--- config.mk ---
export PLATFORM = sky130hd
export DESIGN_NAME = alu_issue_ctrl_flat
export DESIGN_NICKNAME = d
export VERILOG_FILES = /design/src/rtl/alu_issue_ctrl_pkg.sv /design/src/rtl/alu_issue_ctrl_if.sv /design/src/rtl/alu_issue_ctrl_regfile.sv /design/src/rtl/alu_issue_ctrl.sv /design/src/flat_wrapper.sv
export SDC_FILE = /design/constraint.sdc
export NUM_CORES = 1
export LEC_CHECK = 0
export ABC_CLOCK_PERIOD_IN_PS = 6400
export BUFFER_PORTS_ARGS = -buffer_cell sky130_fd_sc_hd__buf_2
export CORE_UTILIZATION = 53
export CTS_CLUSTER_SIZE = 24
export DETAILED_ROUTE_END_ITERATION = 16
export PLACE_DENSITY_LB_ADDON = 0.1
export SLEW_MARGIN = 10
export SYNTH_ARGS = -nofsm -noshare
export SYNTH_HDL_FRONTEND = slang
export SYNTH_SLANG_ARGS = --single-unit
--- constraint.sdc ---
create_clock -name clk -period 6.4 [get_ports clk]
set_input_delay 0.32 -clock clk [delete_from_list [all_inputs] [get_ports clk]]
set_output_delay 0.32 -clock clk [all_outputs]
set_load 0.1 [all_outputs]
--- src/rtl/alu_issue_ctrl_pkg.sv ---
// rtl/alu_issue_ctrl_pkg.sv - shared widths, ALU select codes and issue FSM states
// Purpose: common definitions for the ALU issue stage and its register file.
// Contents: DATA_W_DEF, SEL_W, SEL_* select codes, issue_state_e.
package alu_issue_ctrl_pkg;

  localparam int DATA_W_DEF = 16;
  localparam int SEL_W      = 4;

  // Select codes understood by alu_module; mode chooses the arithmetic or logic family.
  localparam logic [SEL_W-1:0] SEL_ADD   = 4'h0;
  localparam logic [SEL_W-1:0] SEL_SUB   = 4'h1;
  localparam logic [SEL_W-1:0] SEL_AND   = 4'h2;
  localparam logic [SEL_W-1:0] SEL_OR    = 4'h3;
  localparam logic [SEL_W-1:0] SEL_XOR   = 4'h4;
  localparam logic [SEL_W-1:0] SEL_PASSA = 4'h5;

  typedef enum logic [1:0] {
    IDLE = 2'd0,
    EXEC = 2'd1,
    WB   = 2'd2,
    RESP = 2'd3
  } issue_state_e;

endpackage

--- src/rtl/alu_issue_ctrl_if.sv ---
// rtl/alu_issue_ctrl_if.sv - load/command/ALU/response bundle of the issue stage
// Purpose: groups every handshake and ALU-facing signal of alu_issue_ctrl.
// Modports: master = environment (loads, commands, ALU results, rsp_ready),
//           slave  = alu_issue_ctrl.
interface alu_issue_ctrl_if #(
  parameter int DATA_W = 16,
  parameter int ADDR_W = 3
);
  import alu_issue_ctrl_pkg::*;

  logic              ld_valid;
  logic              ld_ready;
  logic [ADDR_W-1:0] ld_addr;
  logic [DATA_W-1:0] ld_data;

  logic              cmd_valid;
  logic              cmd_ready;
  logic              cmd_mode;
  logic [SEL_W-1:0]  cmd_sel;
  logic              cmd_use_carry;
  logic [ADDR_W-1:0] cmd_ra;
  logic [ADDR_W-1:0] cmd_rb;
  logic [ADDR_W-1:0] cmd_rd;

  logic [DATA_W-1:0] alu_a;
  logic [DATA_W-1:0] alu_b;
  logic [SEL_W-1:0]  alu_sel;
  logic              alu_mode;
  logic              alu_cin;
  logic [DATA_W-1:0] alu_res;
  logic              alu_cout;
  logic              alu_cmp;

  logic              rsp_valid;
  logic              rsp_ready;
  logic [DATA_W-1:0] rsp_data;
  logic              rsp_carry;
  logic              rsp_cmp;

  modport master (
    output ld_valid, ld_addr, ld_data,
    input  ld_ready,
    output cmd_valid, cmd_mode, cmd_sel, cmd_use_carry, cmd_ra, cmd_rb, cmd_rd,
    input  cmd_ready,
    input  alu_a, alu_b, alu_sel, alu_mode, alu_cin,
    output alu_res, alu_cout, alu_cmp,
    input  rsp_valid, rsp_data, rsp_carry, rsp_cmp,
    output rsp_ready
  );

  modport slave (
    input  ld_valid, ld_addr, ld_data,
    output ld_ready,
    input  cmd_valid, cmd_mode, cmd_sel, cmd_use_carry, cmd_ra, cmd_rb, cmd_rd,
    output cmd_ready,
    output alu_a, alu_b, alu_sel, alu_mode, alu_cin,
    input  alu_res, alu_cout, alu_cmp,
    output rsp_valid, rsp_data, rsp_carry, rsp_cmp,
    input  rsp_ready
  );

endinterface

--- src/rtl/alu_issue_ctrl_regfile.sv ---
// rtl/alu_issue_ctrl_regfile.sv - operand register file, 1 write / 2 async read ports
// Purpose: NUM_REGS x DATA_W storage cleared by reset.
// Ports: clk, rst (async, active-high); we/waddr/wdata write port;
//        raddr_a/rdata_a and raddr_b/rdata_b combinational read ports.
module alu_issue_ctrl_regfile #(
  parameter int DATA_W   = 16,
  parameter int NUM_REGS = 8,
  parameter int ADDR_W   = $clog2(NUM_REGS)
) (
  input  logic              clk,
  input  logic              rst,
  input  logic              we,
  input  logic [ADDR_W-1:0] waddr,
  input  logic [DATA_W-1:0] wdata,
  input  logic [ADDR_W-1:0] raddr_a,
  output logic [DATA_W-1:0] rdata_a,
  input  logic [ADDR_W-1:0] raddr_b,
  output logic [DATA_W-1:0] rdata_b
);

  logic [DATA_W-1:0] mem [NUM_REGS];

  always_ff @(posedge clk or posedge rst) begin
    if (rst) begin
      for (int i = 0; i < NUM_REGS; i++) begin
        mem[i] <= '0;
      end
    end else if (we) begin
      mem[waddr] <= wdata;
    end
  end

  assign rdata_a = mem[raddr_a];
  assign rdata_b = mem[raddr_b];

endmodule

--- src/rtl/alu_issue_ctrl.sv ---
// rtl/alu_issue_ctrl.sv - issue stage driving the combinational ALU from a small register file
// Purpose: accepts preloads and one ALU command at a time, registers operands to the ALU,
//          captures result/flags, writes the result back and returns a response.
// Ports: clk, rst (async, active-high); bus (alu_issue_ctrl_if.slave) carrying the
//        ld_*, cmd_*, alu_* and rsp_* groups.
module alu_issue_ctrl
  import alu_issue_ctrl_pkg::*;
#(
  parameter int DATA_W   = DATA_W_DEF,
  parameter int NUM_REGS = 8
) (
  input  logic                 clk,
  input  logic                 rst,
  alu_issue_ctrl_if.slave      bus
);

  localparam int ADDR_W = $clog2(NUM_REGS);

  issue_state_e      state;

  logic [DATA_W-1:0] alu_a_q;
  logic [DATA_W-1:0] alu_b_q;
  logic [SEL_W-1:0]  alu_sel_q;
  logic              alu_mode_q;
  logic              alu_cin_q;
  logic [ADDR_W-1:0] rd_q;

  logic [DATA_W-1:0] res_q;
  logic              cout_q;
  logic              cmp_q;

  logic              carry_flag;
  logic              cmp_flag;

  logic              rsp_valid_q;
  logic [DATA_W-1:0] rsp_data_q;
  logic              rsp_carry_q;
  logic              rsp_cmp_q;

  logic              rf_we;
  logic [ADDR_W-1:0] rf_waddr;
  logic [DATA_W-1:0] rf_wdata;
  logic [DATA_W-1:0] rf_rdata_a;
  logic [DATA_W-1:0] rf_rdata_b;

  // The single write port is shared: preloads in IDLE, result write-back in WB.
  // The two states are exclusive, so no arbitration is needed.
  always_comb begin
    rf_we    = 1'b0;
    rf_waddr = bus.ld_addr;
    rf_wdata = bus.ld_data;
    if (state == WB) begin
      rf_we    = 1'b1;
      rf_waddr = rd_q;
      rf_wdata = res_q;
    end else if (state == IDLE && bus.ld_valid) begin
      rf_we    = 1'b1;
    end
  end

  alu_issue_ctrl_regfile #(
    .DATA_W   (DATA_W),
    .NUM_REGS (NUM_REGS),
    .ADDR_W   (ADDR_W)
  ) u_regfile (
    .clk     (clk),
    .rst     (rst),
    .we      (rf_we),
    .waddr   (rf_waddr),
    .wdata   (rf_wdata),
    .raddr_a (bus.cmd_ra),
    .rdata_a (rf_rdata_a),
    .raddr_b (bus.cmd_rb),
    .rdata_b (rf_rdata_b)
  );

  always_ff @(posedge clk or posedge rst) begin
    if (rst) begin
      state       <= IDLE;
      alu_a_q     <= '0;
      alu_b_q     <= '0;
      alu_sel_q   <= '0;
      alu_mode_q  <= 1'b0;
      alu_cin_q   <= 1'b0;
      rd_q        <= '0;
      res_q       <= '0;
      cout_q      <= 1'b0;
      cmp_q       <= 1'b0;
      carry_flag  <= 1'b0;
      cmp_flag    <= 1'b0;
      rsp_valid_q <= 1'b0;
      rsp_data_q  <= '0;
      rsp_carry_q <= 1'b0;
      rsp_cmp_q   <= 1'b0;
    end else begin
      case (state)
        IDLE: begin
          // A pending load blocks command acceptance for this cycle.
          if (!bus.ld_valid && bus.cmd_valid) begin
            alu_a_q    <= rf_rdata_a;
            alu_b_q    <= rf_rdata_b;
            alu_sel_q  <= bus.cmd_sel;
            alu_mode_q <= bus.cmd_mode;
            alu_cin_q  <= bus.cmd_use_carry & carry_flag;
            rd_q       <= bus.cmd_rd;
            state      <= EXEC;
          end
        end
        EXEC: begin
          res_q  <= bus.alu_res;
          cout_q <= bus.alu_cout;
          cmp_q  <= bus.alu_cmp;
          state  <= WB;
        end
        WB: begin
          // Logic ops leave both flags as they were so an add/sub chain survives them.
          if (!alu_mode_q) begin
            carry_flag <= cout_q;
            cmp_flag   <= cmp_q;
          end
          rsp_valid_q <= 1'b1;
          rsp_data_q  <= res_q;
          rsp_carry_q <= alu_mode_q ? carry_flag : cout_q;
          rsp_cmp_q   <= alu_mode_q ? cmp_flag : cmp_q;
          state       <= RESP;
        end
        RESP: begin
          if (bus.rsp_ready) begin
            rsp_valid_q <= 1'b0;
            state       <= IDLE;
          end
        end
        default: state <= IDLE;
      endcase
    end
  end

  assign bus.ld_ready  = (state == IDLE);
  assign bus.cmd_ready = (state == IDLE) && !bus.ld_valid;

  assign bus.alu_a    = alu_a_q;
  assign bus.alu_b    = alu_b_q;
  assign bus.alu_sel  = alu_sel_q;
  assign bus.alu_mode = alu_mode_q;
  assign bus.alu_cin  = alu_cin_q;

  assign bus.rsp_valid = rsp_valid_q;
  assign bus.rsp_data  = rsp_data_q;
  assign bus.rsp_carry = rsp_carry_q;
  assign bus.rsp_cmp   = rsp_cmp_q;

endmodule
--- src/flat_wrapper.sv ---
// flat-port wrapper written by rule: the top's interface ports become plain ports
module alu_issue_ctrl_flat import alu_issue_ctrl_pkg::*;
#(
  parameter int DATA_W   = DATA_W_DEF,
  parameter int NUM_REGS = 8
)
  (clk, rst, bus_ld_valid, bus_ld_addr, bus_ld_data, bus_ld_ready, bus_cmd_valid, bus_cmd_mode, bus_cmd_sel, bus_cmd_use_carry, bus_cmd_ra, bus_cmd_rb, bus_cmd_rd, bus_cmd_ready, bus_alu_a, bus_alu_b, bus_alu_sel, bus_alu_mode, bus_alu_cin, bus_alu_res, bus_alu_cout, bus_alu_cmp, bus_rsp_valid, bus_rsp_data, bus_rsp_carry, bus_rsp_cmp, bus_rsp_ready);
  alu_issue_ctrl_if #(.DATA_W(DATA_W)) bus_i ();
  input  logic clk;
  input  logic rst;
  input wire logic [$bits(bus_i.ld_valid)-1:0] bus_ld_valid;
  input wire logic [$bits(bus_i.ld_addr)-1:0] bus_ld_addr;
  input wire logic [$bits(bus_i.ld_data)-1:0] bus_ld_data;
  output wire logic [$bits(bus_i.ld_ready)-1:0] bus_ld_ready;
  input wire logic [$bits(bus_i.cmd_valid)-1:0] bus_cmd_valid;
  input wire logic [$bits(bus_i.cmd_mode)-1:0] bus_cmd_mode;
  input wire logic [$bits(bus_i.cmd_sel)-1:0] bus_cmd_sel;
  input wire logic [$bits(bus_i.cmd_use_carry)-1:0] bus_cmd_use_carry;
  input wire logic [$bits(bus_i.cmd_ra)-1:0] bus_cmd_ra;
  input wire logic [$bits(bus_i.cmd_rb)-1:0] bus_cmd_rb;
  input wire logic [$bits(bus_i.cmd_rd)-1:0] bus_cmd_rd;
  output wire logic [$bits(bus_i.cmd_ready)-1:0] bus_cmd_ready;
  output wire logic [$bits(bus_i.alu_a)-1:0] bus_alu_a;
  output wire logic [$bits(bus_i.alu_b)-1:0] bus_alu_b;
  output wire logic [$bits(bus_i.alu_sel)-1:0] bus_alu_sel;
  output wire logic [$bits(bus_i.alu_mode)-1:0] bus_alu_mode;
  output wire logic [$bits(bus_i.alu_cin)-1:0] bus_alu_cin;
  input wire logic [$bits(bus_i.alu_res)-1:0] bus_alu_res;
  input wire logic [$bits(bus_i.alu_cout)-1:0] bus_alu_cout;
  input wire logic [$bits(bus_i.alu_cmp)-1:0] bus_alu_cmp;
  output wire logic [$bits(bus_i.rsp_valid)-1:0] bus_rsp_valid;
  output wire logic [$bits(bus_i.rsp_data)-1:0] bus_rsp_data;
  output wire logic [$bits(bus_i.rsp_carry)-1:0] bus_rsp_carry;
  output wire logic [$bits(bus_i.rsp_cmp)-1:0] bus_rsp_cmp;
  input wire logic [$bits(bus_i.rsp_ready)-1:0] bus_rsp_ready;
  assign bus_i.ld_valid = bus_ld_valid;
  assign bus_i.ld_addr = bus_ld_addr;
  assign bus_i.ld_data = bus_ld_data;
  assign bus_ld_ready = bus_i.ld_ready;
  assign bus_i.cmd_valid = bus_cmd_valid;
  assign bus_i.cmd_mode = bus_cmd_mode;
  assign bus_i.cmd_sel = bus_cmd_sel;
  assign bus_i.cmd_use_carry = bus_cmd_use_carry;
  assign bus_i.cmd_ra = bus_cmd_ra;
  assign bus_i.cmd_rb = bus_cmd_rb;
  assign bus_i.cmd_rd = bus_cmd_rd;
  assign bus_cmd_ready = bus_i.cmd_ready;
  assign bus_alu_a = bus_i.alu_a;
  assign bus_alu_b = bus_i.alu_b;
  assign bus_alu_sel = bus_i.alu_sel;
  assign bus_alu_mode = bus_i.alu_mode;
  assign bus_alu_cin = bus_i.alu_cin;
  assign bus_i.alu_res = bus_alu_res;
  assign bus_i.alu_cout = bus_alu_cout;
  assign bus_i.alu_cmp = bus_alu_cmp;
  assign bus_rsp_valid = bus_i.rsp_valid;
  assign bus_rsp_data = bus_i.rsp_data;
  assign bus_rsp_carry = bus_i.rsp_carry;
  assign bus_rsp_cmp = bus_i.rsp_cmp;
  assign bus_i.rsp_ready = bus_rsp_ready;
  alu_issue_ctrl #(.DATA_W(DATA_W), .NUM_REGS(NUM_REGS)) u_core (.clk(clk), .rst(rst), .bus(bus_i));
endmodule
# Yosys cells after proc, flatten, opt, wreduce, memory -nomap -nowiden
# Cells that the tools add are included.
# word_totals
regBits,208
latch_bits,0
mem_bits_rw,0
romBits,0
in_bits,57
out_inout_bits,59
n_memories,0
# op_classes
add_sub_neg,0
multipliers,0
n_div,0
magnitude_cmp,4
eq_ne,5
n_shift,0
mux,18
bitwise_logic,5
n_reduce_logical,11
# ops
op,count
$bwmux 128,1
$bmux 16 s3,2
$mux 16,6
$demux 16 s3,1
$ge 4x4->1 const B,3
$not 3->4,3
$pmux 2 s4,1
$reduce_and 2->1,4
$eq 2x2->1 const B,2
$logic_and 1x1->1,4
$lt 4x1->1 const B,1
$mux 2,2
$mux 1,3
$mux 3,1
$eq 2x1->1 const B,1
$logic_not 2->1,1
$ne 2x1->1 const B,1
$ne 2x2->1 const B,1
$pmux 1 s2,1
$reduce_bool 2->1,1
$and 1x1->1,1
$logic_not 1->1,1
$not 1->1,1

# Longest topological paths before layout
# logic_depth
depth_word,8
depth_mapped,7
mapped_depth_nobuf,5

# By module
# Synthesis repeated with hierarchy kept, for this count alone.
# unflattened
hier_cells,655
hier_area_um2,10505.1
# by_module_without_submodules
mod,instances,cells_each,area_each_um2
alu_issue_ctrl_regfile,1,396,7043.0
alu_issue_ctrl,1,259,3462.1

# Worst setup path before layout
# Ideal clock, no wire load.
# synth_timing
path_kind,register -> output
startpoint,register u_core.state[0]
endpoint,output bus_cmd_ready
arrival_time_ns,2.825
required_ns,6.080
setup_slack_ns,3.255
path_stages_with_launch,4
path_buffers,0
path_cell_list,dfrtp_1 > inv_1 > ha_1 > nor2b_1
# synth_via
elab_chain_len,2
# synth_lines
element,line,source
start: declaration,alu_issue_ctrl.sv:19,issue_state_e state;
start signal: assignment,alu_issue_ctrl.sv:79,state <= IDLE;
start signal: assignment,alu_issue_ctrl.sv:106,state <= EXEC;
start signal: assignment,alu_issue_ctrl.sv:113,state <= WB;
$logic_not 2->1,-,
net bus_ld_ready,flat_wrapper.sv:14,output wire logic [$bits(bus_i.ld_ready)-1:0] bus_ld_ready;
$logic_and 1x1->1,alu_issue_ctrl.sv:139,assign bus.cmd_ready = (state == IDLE) && !bus.ld_valid;
end: declaration,flat_wrapper.sv:22,output wire logic [$bits(bus_i.cmd_ready)-1:0] bus_cmd_ready;
# The timed path passes the listed nets, and every way through them passes these cells.

# Worst setup path after layout
# layout_timing
startpoint,register u_core.state[0]
endpoint,register u_core.u_regfile.mem[24] (netlist bit)
# layout_via
elab_chain_len,8
elab_cells_between_ends,14
cone_classes,order compare (2); eq/ne (1); mux (7); bitwise (1); reduce/logical (3)
# layout_lines
element,line,source
$eq 2x2->1,alu_issue_ctrl.sv:52,if (state == WB) begin
$mux 3,alu_issue_ctrl.sv:52,
$not 3->4 (not written as such),alu_issue_ctrl_regfile.sv:29,mem[waddr] <= wdata;
$ge 4x4->1 (not written as such) or $lt 4x1->1 (tied branches),alu_issue_ctrl_regfile.sv:29,
$logic_and 1x1->1 (not written as such),alu_issue_ctrl_regfile.sv:29,
$mux 16 (not written as such),alu_issue_ctrl_regfile.sv:29,
$demux 16 s3,alu_issue_ctrl_regfile.sv:29,
$bwmux 128,alu_issue_ctrl_regfile.sv:29,
end signal: indexed assignment,alu_issue_ctrl_regfile.sv:29,
end: declaration,alu_issue_ctrl_regfile.sv:21,logic [DATA_W-1:0] mem [NUM_REGS];
# Parallel ways exist; a longest one is shown, timed or not.
# A chain may end at the register's enable or synchronous reset.

==> results.ini <==
[detailed_routing]
avgRoutedWirePerCell_um = 21.5
drt_first_iter_violations = 306
drc = 0
ant_nets = 0
drt-pass1-iter-count = 5
num_vias = 6885
viasPerCell = 5.85
routed_wl_um = 25300

[sta]
setup_tns_ps = 0
slew_headroom = 0.169
whs_ps = -45.1
slew_violations = 0
setup_viol = 0
fin_crit_ps = 3130
worst_pin_slew_ps = 1230
max_freq_ghz = 0.319
fin_crit_sh = 0.490
finalClockSkew_ps = 10.2
rsz0062_at_grt = no
hold_viol = 20

[grt]
gr-total-overflow = 0
antenna_found_initial = 0
grt_pass1_wl_um = 40200
grt_max_degree = 136
grt_usage = 0.262
grt_pass1_vias = 7222

[outcome]
failed_checks = negative hold slack
status = complete, but fails checks

[synthesis]
syn_avg_cell_area_um2 = 12.8
synth_seq_area_share = 0.508
synth_warnings = 0
synth.largest_area_cell = dfrtp_1
yosysUniqueCellTypes = 28
synthMostInstantiatedCell = mux2_2
synth_cells = 802
synth_seq_cells = 208
synth.top_cell.area_share = 0.508
synth_area_leaders = dfrtp_1 (51%), mux2_2 (23%), mux2i_1 (6.3%), a22o_1 (2.7%), o31ai_1 (2.3%)
synth_flop_cell = dfrtp_1
synth_commonest_cells = mux2_2 (209), dfrtp_1 (208), mux2i_1 (65)
netlist_area_um2 = 10300
synth-edff-count = 0
syn_nets = 864
async_flop_share = 1.00

[worst_setup_path]
worstReg2RegEnd = u_core.u_regfile.mem[24]
crit_type = flop to flop
r2r_cells = 5
critPathMaxFanout = 63
crit_required_ps = 6790
worstSetupStartpointType = flop
cpPeakStageDelay_ps = 830
cp-end-kind = flop
path_cells = inv_1, ha_2, nand2b_1, a22oi_4, mux2_2
rrSetupSlack_ps = 3270
r2r-start = u_core.state[0]
crit_slowest_cell = ha_2
crit_arrival_ps = 3530

[place]
port_buffers = 115
dpl.hpwl_um = 16600
place_congestion = 0.779

[final_layout]
syn2layout_area_growth_pct = 14.4
diodes = 0
final_nets = 963
nFillCells = 1502
drive_gt1_frac = 0.417

[min_path]
hold_class = input port to async pin

[clock_network]
clockBufferDepth = 3
cts.sinks = 208
cts-resized-gates = 0
cts-htree-levels = 1
cts-root-buf = clkbuf_16
numCtsBuffers = 24
cts.clk_slew.worst_paths_ps = 60
postCtsSetupRepairBufs = 0
cts_tree = yes
cts_hold_buf = 0
insertion_delay_ps = 520

[floorplan]
core-area_um2 = 18800
die_w_um = 141
num_io_pins = 116
row_count = 50
die_y_um = 141
dieArea_um2 = 19900
start_util = 0.544

[run]
drv_cap = 0

how the worst max path moves through the flow:
stage          cells after the start       startpoint                         to  slack (ps)
6_report                           5  u_core.state[0]   u_core.u_regfile.mem[24]        3270
5_1_grt                            5  u_core.state[0]   u_core.u_regfile.mem[23]        3040
4_1_cts                            5  u_core.state[0]   u_core.u_regfile.mem[23]        3280
3_5_place_dp                       5  u_core.state[0]   u_core.u_regfile.mem[23]        3300
3_3_place_gp                       5  u_core.state[0]  u_core.u_regfile.mem[108]        3460
2_1_floorplan                      1              rst        u_core.bus.alu_a[0]         400
flip-flops by register name, summed over array words and instances (netlist names), 2 cells and up:
register,count
u_core.bus.alu_b,16
u_core.rd_q,3
u_core.state,2
u_core.bus.alu_a,16
u_core.res_q,16
u_core.bus.rsp_data,16
u_core.bus.alu_sel,4
u_core.u_regfile.mem,128
layout make-up:
cell class	instances	area (um^2)	area share
flip-flops and latches	208	5200	0.444
clock buffers	32	672	0.0573
well taps	260	325	0.0277
clock inverters	9	101	0.00864
multi-input cells	507	4640	0.396
inverters	36	143	0.0122
repair buffers	124	643	0.0548
per-stage QoR:
stage               instance area (um^2)  hold slack [ps]  setup WS (ps)  utilization  cells
global route                       11700             21.2           3040        0.623   1176
global placement                   11000              461           3460        0.582   1135
finish                             11700            -45.1           3270        0.623   1176
floorplan                          10300              429            399            -    802
detailed placement                 11000              465           3300        0.582   1135
CTS                                11700            0.218           3280        0.623   1176
layout by cell type, fill, tap and decap left out, drive strengths merged, types with 2 or more instances in the layout:
cell | synthesis | final
buf | 29 | 124
o22ai | 33 | 33
or3b | 3 | 3
mux2 | 221 | 221
bufinv | 0 | 2
ha | 5 | 5
clkbuf | 22 | 32
nand2b | 4 | 4
inv | 36 | 36
o21ai | 33 | 33
a22oi | 8 | 8
nor2b | 5 | 5
mux2i | 65 | 65
dfrtp | 208 | 208
a22o | 32 | 32
nand2 | 53 | 53
clkinv | 0 | 6
nand3b | 4 | 4
nor2 | 4 | 4
o31ai | 32 | 32
metal layers:
layer	wire [um]	share of wire	up-vias	GRT usage
met1	11900	0.47	3526	0.374
met2	11600	0.46	193	0.410
li1	-	-	3119	-
met5	0	0	-	0
met3	1220	0.048	47	0.0411
met4	600	0.024	0	0.0858
cells by family (layout without fill, tap and decap cells):
kind of cell | count (synthesis) | after routing | share of synthesized area
compound gates | 139 | 139 | 0.104
flops | 208 | 208 | 0.508
simple gates | 77 | 77 | 0.0360
buf+inv | 87 | 201 | 0.0399
mux | 286 | 286 | 0.306
fa+ha+maj | 5 | 5 | 0.00610
worst max-delay path, delay by kind of cell (launching register included):
| kind | cells | cell delay (ps) |
|---|---|---|
| fa+ha+maj | 1 | 830 |
| flops | 1 | 410 |
| mux | 1 | 410 |
| compound gates | 1 | 750 |
| simple gates | 1 | 450 |
| buf+inv | 1 | 150 |
Power is not shown: default switching activity piles up to over one toggle a cycle in this logic, so the estimate is an artifact.
